File: src/rtl/send_arbiter_pkg.sv
// ============================================================================
//  Module   : send_arbiter_pkg
//  Desc     : Shared types and helpers for the send_arbiter block.
//  Revision : 1.0
// ============================================================================
`default_nettype none

package send_arbiter_pkg;

    typedef enum logic [1:0] {
        IDLE   = 2'd0,
        XFER   = 2'd1,
        COMMIT = 2'd2
    } arb_state_t;

    function automatic int maxlen(input int len_bits);
        return (1 << len_bits) - 1;
    endfunction

endpackage

`default_nettype wire

File: src/rtl/send_arbiter_rr_pick.sv
// ============================================================================
//  Module   : send_arbiter_rr_pick
//  Desc     : Combinational round-robin pick: first set request at or after ptr.
//  Revision : 1.0
// ============================================================================
`default_nettype none

module send_arbiter_rr_pick #(
    parameter int NREQ = 4,
    parameter int IDXW = 2
) (
    input  logic [NREQ-1:0] req,
    input  logic [IDXW-1:0] ptr,
    output logic [NREQ-1:0] onehot,
    output logic [IDXW-1:0] idx,
    output logic            any
);

    int                j;
    logic [IDXW-1:0]   jj;

    always_comb begin
        onehot = '0;
        idx    = '0;
        any    = 1'b0;
        j      = 0;
        jj     = '0;
        for (int k = 0; k < NREQ; k++) begin
            // wrap explicitly so non-power-of-two NREQ works
            j = int'(ptr) + k;
            if (j >= NREQ) begin
                j = j - NREQ;
            end
            jj = IDXW'(j);
            if (!any && req[jj]) begin
                any        = 1'b1;
                onehot[jj] = 1'b1;
                idx        = jj;
            end
        end
    end

endmodule

`default_nettype wire

File: src/rtl/send_arbiter.sv
// ============================================================================
//  Module   : send_arbiter
//  Desc     : Packet-atomic round-robin arbiter feeding send_ring / send_fifo.
//             Optional per-requester packet counters: SEND_ARB_STATS_EN.
//  Revision : 1.0
// ============================================================================
`default_nettype none

module send_arbiter
    import send_arbiter_pkg::*;
#(
    parameter int NREQ     = 4,
    parameter int LEN_BITS = 6
) (
    input  logic                  clk,
    input  logic                  rst_n,
    input  logic [NREQ-1:0]       req_valid,
    input  logic [8*NREQ-1:0]     req_data,
    input  logic [NREQ-1:0]       req_last,
    output logic [NREQ-1:0]       req_ready,
    output logic [7:0]            send_ring_data,
    output logic                  send_ring_wr_en,
    input  logic                  send_ring_full,
    output logic [LEN_BITS-1:0]   send_fifo_data,
    output logic                  send_fifo_wr_en,
    input  logic                  send_fifo_full,
    output logic [NREQ-1:0]       grant,
    output logic                  overflow,
    input  logic                  overflow_clr,
    output logic [16*NREQ-1:0]    pkt_count
);

    localparam int                 IDXW   = (NREQ > 1) ? $clog2(NREQ) : 1;
    localparam logic [LEN_BITS-1:0] MAXLEN = LEN_BITS'(maxlen(LEN_BITS));

    arb_state_t          state;
    arb_state_t          state_next;
    logic [IDXW-1:0]     owner;
    logic [IDXW-1:0]     rr_ptr;
    logic [IDXW-1:0]     rr_next;
    logic [LEN_BITS-1:0] count;

    logic [NREQ-1:0]     pick_onehot;
    logic [IDXW-1:0]     pick_idx;
    logic                pick_any;

    logic                cur_valid;
    logic                cur_last;
    logic [7:0]          cur_byte;
    logic                take_grant;
    logic                accept;
    logic                write_byte;
    logic                drop;
    logic                do_commit;

    send_arbiter_rr_pick #(
        .NREQ (NREQ),
        .IDXW (IDXW)
    ) u_rr_pick (
        .req    (req_valid),
        .ptr    (rr_ptr),
        .onehot (pick_onehot),
        .idx    (pick_idx),
        .any    (pick_any)
    );

    always_comb begin
        cur_valid = 1'b0;
        cur_last  = 1'b0;
        cur_byte  = '0;
        for (int i = 0; i < NREQ; i++) begin
            if (owner == IDXW'(i)) begin
                cur_valid = req_valid[i];
                cur_last  = req_last[i];
                cur_byte  = req_data[8*i +: 8];
            end
        end
    end

    always_comb begin
        state_next = state;
        take_grant = 1'b0;
        accept     = 1'b0;
        do_commit  = 1'b0;
        case (state)
            IDLE: begin
                if (pick_any) begin
                    take_grant = 1'b1;
                    state_next = XFER;
                end
            end
            XFER: begin
                if (cur_valid && !send_ring_full) begin
                    accept = 1'b1;
                    if (cur_last) begin
                        state_next = COMMIT;
                    end
                end
            end
            COMMIT: begin
                if (!send_fifo_full) begin
                    do_commit  = 1'b1;
                    state_next = IDLE;
                end
            end
            default: state_next = IDLE;
        endcase
    end

    // Bytes beyond MAXLEN are handshaken but discarded so ring and length agree.
    assign write_byte = accept && (count != MAXLEN);
    assign drop       = accept && (count == MAXLEN);
    assign rr_next    = (owner == IDXW'(NREQ - 1)) ? '0 : owner + 1'b1;
    assign req_ready  = (state == XFER && !send_ring_full) ? grant : '0;

    always_ff @(posedge clk or negedge rst_n) begin
        if (!rst_n) begin
            state           <= IDLE;
            grant           <= '0;
            owner           <= '0;
            rr_ptr          <= '0;
            count           <= '0;
            send_ring_data  <= '0;
            send_ring_wr_en <= 1'b0;
            send_fifo_data  <= '0;
            send_fifo_wr_en <= 1'b0;
            overflow        <= 1'b0;
        end else begin
            state           <= state_next;
            send_ring_wr_en <= write_byte;
            send_fifo_wr_en <= do_commit;
            if (take_grant) begin
                grant <= pick_onehot;
                owner <= pick_idx;
            end
            if (write_byte) begin
                send_ring_data <= cur_byte;
                count          <= count + 1'b1;
            end
            if (do_commit) begin
                send_fifo_data <= count;
                count          <= '0;
                rr_ptr         <= rr_next;
                grant          <= '0;
            end
            if (drop) begin
                overflow <= 1'b1;
            end else if (overflow_clr) begin
                overflow <= 1'b0;
            end
        end
    end

`ifdef SEND_ARB_STATS_EN
    for (genvar gi = 0; gi < NREQ; gi++) begin : g_stat_lane
        logic [15:0] cnt;
        always_ff @(posedge clk or negedge rst_n) begin
            if (!rst_n) begin
                cnt <= '0;
            end else if (do_commit && owner == IDXW'(gi)) begin
                cnt <= cnt + 16'd1;
            end
        end
        assign pkt_count[16*gi +: 16] = cnt;
    end
`else
    assign pkt_count = '0;
`endif

endmodule

`default_nettype wire
File: config.mk
export PLATFORM = sky130hd
export DESIGN_NAME = send_arbiter
export DESIGN_NICKNAME = d
export VERILOG_FILES = /design/src/rtl/send_arbiter_pkg.sv /design/src/rtl/send_arbiter_rr_pick.sv /design/src/rtl/send_arbiter.sv
export SDC_FILE = /design/constraint.sdc
export NUM_CORES = 1
export LEC_CHECK = 0
export CAP_MARGIN = 20
export CELL_PAD_IN_SITES_DETAIL_PLACEMENT = 1
export CELL_PAD_IN_SITES_GLOBAL_PLACEMENT = 1
export CORE_MARGIN = 2
export CORE_UTILIZATION = 30
export CTS_CLUSTER_DIAMETER = 150
export DETAILED_ROUTE_END_ITERATION = 12
export PLACE_DENSITY = 0.88
export SLEW_MARGIN = 20
export SYNTH_ARGS = -nofsm -noshare
export SYNTH_HDL_FRONTEND = slang
export SYNTH_SLANG_ARGS = --single-unit
export TNS_END_PERCENT = 20
File: constraint.sdc
create_clock -name clk -period 3.6 [get_ports clk]
set_input_delay 0.54 -clock clk [delete_from_list [all_inputs] [get_ports clk]]
set_output_delay 0.54 -clock clk [all_outputs]
set_load 0.02 [all_outputs]
**After elaboration in Yosys (flattened, before gate mapping)**

Cells that the tools add are included.

- Magnitude comparators: 12
- Muxes and demuxes: 63
- Reduce and logical (&&, ||, !) cells: 21
- Equal/unequal tests: 11
- Bitwise operators: 3
- Add/sub/neg operators: 9

Operator list:

| cell | count |
|---|---|
| $mux 8 | 4 |
| $mux 1 | 28 |
| $mux 4 | 7 |
| $mux 2 | 13 |
| $lt 2x3->1 const B | 4 |
| $mux 6 | 2 |
| $or 4x4->4 | 3 |
| $logic_and 1x1->1 | 11 |
| $ge 3x3->1 const B | 3 |
| $bmux 1 s2 | 4 |
| $demux 1 s2 | 4 |
| $ge 2x1->1 const B | 4 |
| $ne 2x2->1 const B | 4 |
| $sub 2x1->2 const B | 4 |
| $add 2x2->3 const B | 2 |
| $add 6x1->6 const B | 1 |
| $eq 2x2->1 const B | 3 |
| $eq 6x6->1 const B | 1 |
| $ne 6x6->1 const B | 1 |
| $pmux 2 s3 | 1 |
| $reduce_bool 2->1 | 3 |
| $eq 2x1->1 const B | 2 |
| $logic_not 1->1 | 4 |
| $logic_not 2->1 | 2 |
| 4 further kinds | 4 |

- Logic and storage cells: 129
- Bits in registers: 33
- Output and inout bits: 89
- Input bits: 45

**Depth between registers and ports, before layout**

Gate-level depths: netlist of the first run.

- Depth in word-level cells: 18
- Mapped depth: 10
- Gate-level depth less buffers: 7

**Cells and area by module**

From an unflattened synthesis of the first run, not the netlist that was laid out.

- Cell total of the unflattened synthesis: 288
- Area, all modules: 2668.8 um^2

By module, submodules not included:

| module | seq. area each (um^2) | cells an instance | times used | area each (um^2) |
|---|---|---|---|---|
| send_arbiter | 825.8 | 243 | 1 | 2249.7 |
| send_arbiter_rr_pick | 0.0 | 45 | 1 | 419.2 |

**Worst setup path before layout of the first run**

No wires, ideal clock.

- Path type: reg2reg
- Start point: reg rr_ptr[1]
- End point: reg grant[1]
- Required time: 3517 ps
- Period minus slack after synthesis: 2578 ps
- Data arrival time: 2495 ps
- Setup slack: 1022 ps
- Setup time: 83 ps
- Stages on the path, launching flop included: 11
- Path through: dfrtp_1 buf_2 inv_1 ha_1 buf_2 mux4_2 or2_4 o31ai_4 buf_6 nand3_1 o21ai_0

- Longest elaborated chain between the ends: 17
- Elaborated cells on any way between the ends: 65
- Those cells by class: add/sub (7); order compare (12); mux (32); bitwise (3); reduce/logical (11)

Ends and longest elaborated chain:

| item | RTL line | source |
|---|---|---|
| from (decl) | send_arbiter.sv:39 | `logic [IDXW-1:0] rr_ptr;` |
| from (signal assigned) | send_arbiter.sv:143 | `rr_ptr <= rr_next;` |
| parallel branches: the longest is 17 deep, another holds $add 2x1->3 | n/a |  |
| to (signal assigned) | send_arbiter.sv:133 | `grant <= pick_onehot;` |
| to (decl) | send_arbiter.sv:27 | `output logic [NREQ-1:0] grant,` |

Several ways; the timed one is not identified. The select of a mux whose other input is x is not followed.
A chain may end at the register's enable or synchronous reset.

**Worst setup path after layout of the first run**

- Start point: reg rr_ptr[1]
- End point: reg grant[3]

The elaborated chain is that of the path after synthesis.

==> results of run 1 <==
==> metal layers <==
layer	vias up	wire length, µm	global-route usage [%]
li1	1168	-	-
met1	1187	3170	18.0
met2	72	4130	28.1
met3	6	358	2.42
met4	0	29	1.35
met5	-	0	0
==> metrics by stage <==
| step | power (mW) | setup WS, ns |
|---|---|---|
| after detailed placement | 2.24 | 0.621 |
| final | 2.51 | 0.593 |
| after floorplan | 1.79 | 1.02 |
| after global routing | 2.72 | 0.344 |
| after global placement | 2.17 | 0.728 |
| after CTS | 2.54 | 0.586 |
==> cell usage in the layout (no fill, tap or decap), types with 6 or more instances in the layout <==
master and instances:
nor2_1 11, clkbuf_8 6, nand2_1 47, o22ai_1 6, nor3_1 8, clkdlybuf4s50_1 69, a21oi_1 16, nand2b_1 8
a221oi_1 9, dfrtp_1 33, ha_1 12, inv_1 9, nor2b_1 8, nand3_1 8, mux2i_1 10, o21ai_0 17
conb_1 64
==> kinds of logic (layout without fill, tap and decap cells) <==
group	after synthesis	count (layout)	share of synthesized area (%)
AO/OA/AOI/OAI	73	73	17.5
adder cells (fa/ha/maj)	12	12	5.29
buffers and inverters	92	89	21.5
flip-flops	33	33	29.1
multiplexers	18	18	7.89
other	1	64	0.132
AND/OR/NAND/NOR	108	108	18.6
==> power breakdown <==
group / switching, mW / total, mW / leakage (nW) / internal [mW]
logic: 0.917 / 1.61 / 1.07 / 0.689
clock network: 0.134 / 0.286 / 0.0443 / 0.152
registers: 0.121 / 0.623 / 0.424 / 0.502
==> worst max-delay path by stage <==
stage,to,startpoint,slack (ns),cells past startpoint
2_1_floorplan,grant[1]$_DFFE_PN0P_,rr_ptr[1]$_DFFE_PN0P_,1.02,10
3_3_place_gp,grant[3]$_DFFE_PN0P_,req_valid[3],0.73,6
3_5_place_dp,grant[3]$_DFFE_PN0P_,rr_ptr[1]$_DFFE_PN0P_,0.62,7
4_1_cts,grant[3]$_DFFE_PN0P_,rr_ptr[1]$_DFFE_PN0P_,0.59,7
5_1_grt,grant[3]$_DFFE_PN0P_,rr_ptr[1]$_DFFE_PN0P_,0.34,7
6_report,grant[3]$_DFFE_PN0P_,rr_ptr[1]$_DFFE_PN0P_,0.59,7
==> worst min-delay path, delay by kind of cell (launching register included) <==
kind	cells	cell delay (ns)
flops	1	0.35
simple gates	2	0.10
==> registers in the layout, summed over array words and instances (netlist names) <==
signal,count
send_ring_data,8
send_ring_wr_en,1
count,6
grant,4
state,2
send_fifo_data,6
rr_ptr,2
owner,2
overflow,1
send_fifo_wr_en,1
==> cell type report <==
type	count	area [µm²]	area share, %
Multi-Input combinational cell	275	1640	47.7
Inverter	10	37.5	1.09
Timing Repair Buffer	72	713	20.7
Clock buffer	7	86.3	2.51
Tap cell	111	139	4.03
Sequential cell	33	826	24.0
==> run metrics, run 1 <==
root buf cell=clkbuf_8; fill cell instance count of the final layout=1118; routability-driven placement congestion ratio=0.872; hold worst-path end=send_fifo_data[3]$_DFFE_PN0P_; boundary pin count=approximately 130; Chip Width=101 µm; Slowest-stage cell, CP=dfrtp_1; critical path, cell by cell=inv_1 -> ha_1 -> mux4_2 -> or2_4 -> o31ai_4 -> a221oi_1 -> a21oi_1; Crit Path Class=reg -> reg; final critical-path required period=3.01 ns; via density per instance=4.79; Synth Flop Type=dfrtp_1; proportion of netlist area held by the largest area contributor=29.1%; crit end category=register; residual DRC count=0; Hold Vio Cnt, Final=0; area added between synthesis and finish=21.2%; TritonCTS clock tree=built; number of placed instances, taps included=501; setup slack of the most critical reg-to-reg path=0.59 ns; Yosys top cell by area=dfrtp_1; hold slack final=0.481 ns; summed area of non-filler cells in the final layout=around 3400 µm²; first-pass GRT wire length=12200 µm; count of cells resized by post-cts repair=0; largest fanout on the critical path=12; mean routed wirelength per cell=15.1 µm; peak clock frequency supported by timing=333 MHz; max incr delay on CP=0.60 ns; htree depth=2; CP top delay family=compound AO/OA/AOI/OAI gates; number of flops mapped to enable cells by yosys=0; Final #Nets=454; number of antenna violations at the first check in global routing=0; dominant cells by area after synthesis=dfrtp_1 (29%), buf_4 (17%), nand2_1 (6.2%); setup tns final=0 ns; Worst R2R Start=rr_ptr[1]$_DFFE_PN0P_; register bit total from synthesis=33; number of placement rows=35; CTS max path bufs=2; cts bufs inserted=5; global-route total usage across every layer=14.8%; number of standard cells in the layout, taps in and fillers out=~510; Setup crit start kind=register; # hold bufs at CTS=0; distinct cell type count after synthesis=48; cell with the most instances after synthesis=buf_4; Post-DP Area=~3400 µm²; fraction of final layout cells sized beyond drive strength 1=5.54%; share of synthesized flip-flops with an asynchronous set or reset=100%; average footprint of a synthesized cell=~8.4 µm²; Slew headroom=54.6%; number of global-route vias before repair=2429; number of warnings issued by yosys=0; Diodes inserted=0; sum of buffers and inverters on the critical path=1; final standard cell utilization of the core=37.4%; Reg clk slew, reported paths=about 0.070 ns; end of the worst register-to-register path=grant[3]$_DFFE_PN0P_; worst min path class=reg -> reg; areal power density over the cells=731 nW/µm²; number of post-CTS setup repair buffers=0; final WL=between 7000 and 8000 µm; Hold Path Cell Cnt=2; Critical Path RT=~3.8 ns; combined area of all synthesized cells=2840 µm²; Final setup viols=0; Leak Pwr=1.54 nW; synth cell count leaders=buf_4 (65), nand2_1 (47), dfrtp_1 (33); worst voltage drop across the vdd grid=236 µV; Cells after Synth=337; number of input and output port buffers inserted=69; Maximum Capacitance Violations=0; worst min-delay path startpoint=send_fifo_data[3]$_DFFE_PN0P_; max-slew violation count=0; Pre-Repair DR Iteration Count=4; arrival time of data at the critical path endpoint=approximately 3.2 ns; maximum number of pins on one net before global-route repair=34; depth of the worst register-to-register path=7; number of nets with antenna violations after detailed routing=0; skew final=about 0.0067 ns; initial detailed-routing violation count=101; core area=9200 µm²; sequential share of the synthesized area=29.1%; starting density of the core=30.9%; clock sink count=33; die outline area=approximately 10000 µm²; post-DP HPWL=5980 µm; fraction of the cycle the final worst path needs=83.5%; status=complete, no violations; latest clock arrival within the worst-skew pair=between 0.2 and 0.3 ns; setup repair after global routing missed its margin=no; actual slew at the worst max-slew pin=0.681 ns; leftover overflow at the end of global routing=0; routed via count=2433; Vert. Die Dim=101 µm
Note: power is estimated with default switching activity, not from simulation.
==> run 2, diff against run 1 <==
==> constraint.sdc (replaced) <==
create_clock -name clk -period 3.05 [get_ports clk]
set_input_delay 0.4575 -clock clk [delete_from_list [all_inputs] [get_ports clk]]
set_output_delay 0.4575 -clock clk [all_outputs]
set_load 0.02 [all_outputs]
==> run metrics, run 2 (synthesis gave the netlist of run 1 again) <==
status=complete, no violations; fill cell instance count of the final layout=1104; htree depth=2; mean routed wirelength per cell=15.2 µm; largest registers=send_ring_data (8), count (6), send_fifo_data (6); sum of buffers and inverters on the critical path=2; Leak Pwr=about 1.6 nW; Final #Nets=459; number of placed instances, taps included=506; TritonCTS clock tree=built; Diodes inserted=0; final WL=7810 µm; actual slew at the worst max-slew pin=0.697 ns; Critical Path RT=between 2 and 3 ns; area added between synthesis and finish=23.6%; peak clock frequency supported by timing=378 MHz; Setup crit start kind=primary input; initial detailed-routing violation count=81; Slew headroom=53.5%; Hold Path Cell Cnt=2; final critical-path required period=between 2 and 3 ns; residual DRC count=0; number of input and output port buffers inserted=69; worst min-delay path startpoint=send_fifo_data[5]$_DFFE_PN0P_; number of placement rows=35; setup slack of the most critical reg-to-reg path=0.42 ns; clock network fraction of design power=between 10% and 20%; Pre-Repair DR Iteration Count=4; latest clock arrival within the worst-skew pair=approximately 0.29 ns; number of post-CTS setup repair buffers=0; first-pass GRT wire length=12200 µm; CP top delay family=buffers and inverters; via density per instance=4.87; hold worst-path end=send_fifo_data[5]$_DFFE_PN0P_; clock sink count=33; core area=9200 µm²; post-DP HPWL=roughly 6200 µm; Reg clk slew, reported paths=0.07 ns; top library cells by usage in the layout, fill and taps aside=clkdlybuf4s50_1 (69), conb_1 (64), nand2_1 (47); Slowest-stage cell, CP=clkdlybuf4s50_1; CTS max path bufs=2; Comb pwr share=63.1%; routed via count=2501; maximum number of pins on one net before global-route repair=34; cell-internal power=1.71 mW; number of standard cells in the layout, taps in and fillers out=514; leftover overflow at the end of global routing=0; Maximum Capacitance Violations=0; part of the total power dissipated in sequential elements=a little under a quarter; largest fanout on the critical path=7; worst voltage drop across the vdd grid=416 µV; Chip Width=between 100 and 150 µm; switching power share of the total=a little under half; critical path, cell by cell=clkdlybuf4s50_1 -> nor2_1 -> and2_1 -> clkdlybuf4s50_1; switching power of the nets=1.41 mW; Crit Path Class=in -> out; commonest non-fill, non-tap cell in the layout=clkdlybuf4s50_1; root buf cell=clkbuf_8; boundary pin count=134; depth of the worst register-to-register path=8; Vert. Die Dim=slightly above 100 µm; global-route total usage across every layer=14.9%; die outline area=10300 µm²; Final setup viols=0; Hold Vio Cnt, Final=0; setup repair after global routing missed its margin=no; number of global-route vias before repair=2392; cts bufs inserted=5; number of flip-flops in the largest register=8; end of the worst register-to-register path=grant[2]$_DFFE_PN0P_; starting density of the core=30.9%; Worst R2R Start=rr_ptr[0]$_DFFE_PN0P_; setup tns final=0 ns; number of antenna violations at the first check in global routing=0; count of cells resized by post-cts repair=0; crit end category=output pin; skew final=0.00416 ns; routability-driven placement congestion ratio=0.858; fraction of final layout cells sized beyond drive strength 1=under 10%; fraction of the cycle the final worst path needs=86.8%; arrival time of data at the critical path endpoint=2.19 ns; register with the most flip-flops=send_ring_data; max-slew violation count=0; number of nets with antenna violations after detailed routing=0; areal power density over the cells=887 nW/µm²; worst min path class=reg -> reg; max incr delay on CP=0.61 ns; # hold bufs at CTS=0; Crit path top cell by count=clkdlybuf4s50_1
[run 2: worst register-to-register path, delay by kind of cell (launching register included)]
| family | cells | cell delay [ns] |
|---|---|---|
| compound gates | 3 | 0.81 |
| mux | 1 | 0.40 |
| fa+ha+maj | 1 | 0.39 |
| flops | 1 | 0.36 |
| buf+inv | 2 | 0.34 |
| simple gates | 1 | 0.19 |
[run 2: power by group through the flow]
stage,Sequential [mW],Combinational (mW),Clock [mW]
3_3_place_gp,0.717,1.90,0
4_1_cts,0.725,1.98,0.439
5_1_grt,0.745,2.18,0.455
6_report,0.722,1.96,0.427
2_1_floorplan,0.819,1.29,0
3_5_place_dp,0.731,1.98,0
[run 2: worst max path at each step]
stage | end | startpoint | cells after the start | slack, ns
2_1_floorplan | grant[1]$_DFFE_PN0P_ | rr_ptr[1]$_DFFE_PN0P_ | 10 | 0.47
6_report | req_ready[2] | send_ring_full | 4 | 0.40
3_5_place_dp | grant[3]$_DFFE_PN0P_ | req_valid[2] | 6 | 0.23
5_1_grt | grant[2]$_DFFE_PN0P_ | rr_ptr[0]$_DFFE_PN0P_ | 8 | 0.14
4_1_cts | req_ready[2] | send_ring_full | 4 | 0.38
3_3_place_gp | grant[3]$_DFFE_PN0P_ | req_valid[2] | 6 | 0.38
[run 2: stage by stage]
step	setup WS (ns)	power, mW	instance area [µm²]	utilization (%)	hold slack (ns)
2_1_floorplan	0.472	2.11	3080	-	0.162
3_3_place_gp	0.377	2.61	3390	36.9	0.462
3_5_place_dp	0.233	2.71	3390	36.9	0.467
4_1_cts	0.377	3.15	3510	38.2	0.484
5_1_grt	0.143	3.38	3510	38.2	0.510
6_report	0.404	3.11	3510	38.2	0.480
[run 2: final cells by class]
type / instances / area (µm²) / area share [%]
inverters: 10 / 37.5 / 1.07
clock buffers: 7 / 86.3 / 2.46
well taps: 111 / 139 / 3.96
clock inverters: 1 / 30.0 / 0.856
repair buffers: 77 / 751 / 21.4
flip-flops and latches: 33 / 826 / 23.5
multi-input cells: 275 / 1640 / 46.7
[run 2: per-layer routing]
metal  vias up  GRT usage [%]  wire (µm)
met3         5           2.35        399
met1      1245           18.5       3160
met2        76           27.5       4220
met5         -              0          0
li1       1175              -          -
met4         0           2.49         41
==> run 3, diff against run 2 <==
--- a/config.mk
+++ b/config.mk
@@ -8,11 +8,11 @@
 export CAP_MARGIN = 20
 export CELL_PAD_IN_SITES_DETAIL_PLACEMENT = 1
 export CELL_PAD_IN_SITES_GLOBAL_PLACEMENT = 1
-export CORE_MARGIN = 2
 export CORE_UTILIZATION = 30
 export CTS_CLUSTER_DIAMETER = 150
 export DETAILED_ROUTE_END_ITERATION = 12
 export PLACE_DENSITY = 0.88
+export RECOVER_POWER = 50
 export SLEW_MARGIN = 20
 export SYNTH_ARGS = -nofsm -noshare
 export SYNTH_HDL_FRONTEND = slang
==> run metrics, run 3 (synthesis gave the netlist of run 1 again) <==
Leak Pwr=about 1.6 nW; actual slew at the worst max-slew pin=1.77 ns; area added between synthesis and finish=21.9%; routed via count=2448; skew final=between 0.005 and 0.006 ns; violated checks=max-capacitance violations, max-slew violations; Chip Width=just under 100 µm; Setup crit start kind=register; pre-CTS worst setup slack=0.179 ns; setup repair after global routing missed its margin=no; Maximum Capacitance Violations=1; peak clock frequency supported by timing=361 MHz; worst voltage drop across the vdd grid=roughly 380 µV; arrival time of data at the critical path endpoint=2.97 ns; Pre-Repair DR Iteration Count=4; register with the most flip-flops=send_ring_data; initial detailed-routing violation count=26; commonest non-fill, non-tap cell in the layout=conb_1; fraction of final layout cells sized beyond drive strength 1=under 10%; boundary pin count=134; final critical-path required period=between 2 and 3 ns; first-pass GRT wire length=12000 µm; # hold bufs at CTS=0; clock sink count=33; status=finished with violations; Hold Vio Cnt, Final=0; core area=9200 µm²; Crit Path Class=reg -> reg; setup tns final=0 ns; final WL=roughly 7400 µm; htree depth=2; Worst R2R Start=rr_ptr[1]$_DFFE_PN0P_; latest clock arrival within the worst-skew pair=between 0.2 and 0.3 ns; number of flip-flops in the largest register=8; Slew headroom=-17.8%; number of placement rows=35; starting density of the core=30.9%; crit end category=register; number of global-route vias before repair=2452; number of post-CTS setup repair buffers=0; largest registers=send_ring_data (8), count (6), send_fifo_data (6); setup slack of the most critical reg-to-reg path=between 0.2 and 0.3 ns; number of input and output port buffers inserted=69; worst min-delay path startpoint=send_fifo_data[0]$_DFFE_PN0P_; Vert. Die Dim=99.3 µm; cts bufs inserted=5; routability-driven placement congestion ratio=roughly 0.83; areal power density over the cells=864 nW/µm²; Final setup viols=0; residual DRC count=0; worst min path class=reg -> reg; max-slew violation count=34; Critical Path RT=3.26 ns; maximum number of pins on one net before global-route repair=34; Hold Path Cell Cnt=2; top library cells by usage in the layout, fill and taps aside=conb_1 (64), clkdlybuf4s50_1 (57), nand2_1 (47); number of antenna violations at the first check in global routing=0; largest fanout on the critical path=12; leftover overflow at the end of global routing=0; root buf cell=clkbuf_8; post-DP HPWL=5880 µm; depth of the worst register-to-register path=7; TritonCTS clock tree=built; Reg clk slew, reported paths=0.07 ns; Diodes inserted=0; CTS max path bufs=2; end of the worst register-to-register path=grant[3]$_DFFE_PN0P_; global-route total usage across every layer=around 15%; count of cells resized by post-cts repair=0; number of nets with antenna violations after detailed routing=0; mean routed wirelength per cell=around 14 µm; fraction of the cycle the final worst path needs=90.7%; hold worst-path end=send_fifo_data[0]$_DFFE_PN0P_; Worst Slack Setup Final=0.284 ns; via density per instance=4.79; Final #Nets=~460; die outline area=9860 µm²
## run 3: per-layer routing
metal | wire length (µm) | vias up | GRT usage (%)
met5 | 0 | - | 0
met4 | 57 | 0 | 3.73
met3 | 354 | 4 | 2.67
met2 | 3790 | 80 | 28.0
met1 | 3190 | 1194 | 18.0
li1 | - | 1170 | -
## run 3: worst max-delay path: stages, from the launching register on
cell and delay, ns:
dfrtp_1 0.64, inv_1 0.12, ha_1 0.40, mux4_2 0.54
or2_4 0.28, o31ai_4 0.45, a221oi_1 0.10, a21oi_1 0.15
## run 3: report_power, final
group          total (mW)  internal, mW  switching [mW]
Sequential          0.731         0.592           0.139
Combinational        1.93         0.825            1.10
Clock               0.330         0.179           0.152
## run 3: area by class of cell
type / count / area [µm²]
timing repair buffer: 75 / 732
sequential: 33 / 826
clock buffer: 7 / 86.3
multi-input combinational: 275 / 1640
fill: 1146 / 5740
tap: 111 / 139
inverter: 10 / 37.5
## run 3: worst max-delay path by stage
stage	start	endpoint	slack, ns
detailed placement	req_valid[3]	grant[3]$_DFFE_PN0P_	0.18
floorplan	rr_ptr[1]$_DFFE_PN0P_	grant[1]$_DFFE_PN0P_	0.47
global route	rr_ptr[1]$_DFFE_PN0P_	grant[1]$_DFFE_PN0P_	0.08
CTS	rr_ptr[1]$_DFFE_PN0P_	grant[3]$_DFFE_PN0P_	0.25
finish	rr_ptr[1]$_DFFE_PN0P_	grant[3]$_DFFE_PN0P_	0.28
global placement	req_valid[3]	grant[0]$_DFFE_PN0P_	0.35
## run 3: through the flow
step / util (%) / cells / cell area (µm²) / hold slack, ns / power, mW
3_3_place_gp: 36.7 / 504 / 3380 / 0.462 / 2.59
3_5_place_dp: 36.7 / 504 / 3380 / 0.466 / 2.70
5_1_grt: 37.6 / 511 / 3460 / 0.515 / 3.24
6_report: 37.6 / 511 / 3460 / 0.471 / 2.99
4_1_cts: 37.7 / 511 / 3460 / 0.482 / 3.04
2_1_floorplan: - / 400 / 3080 / 0.162 / 2.11
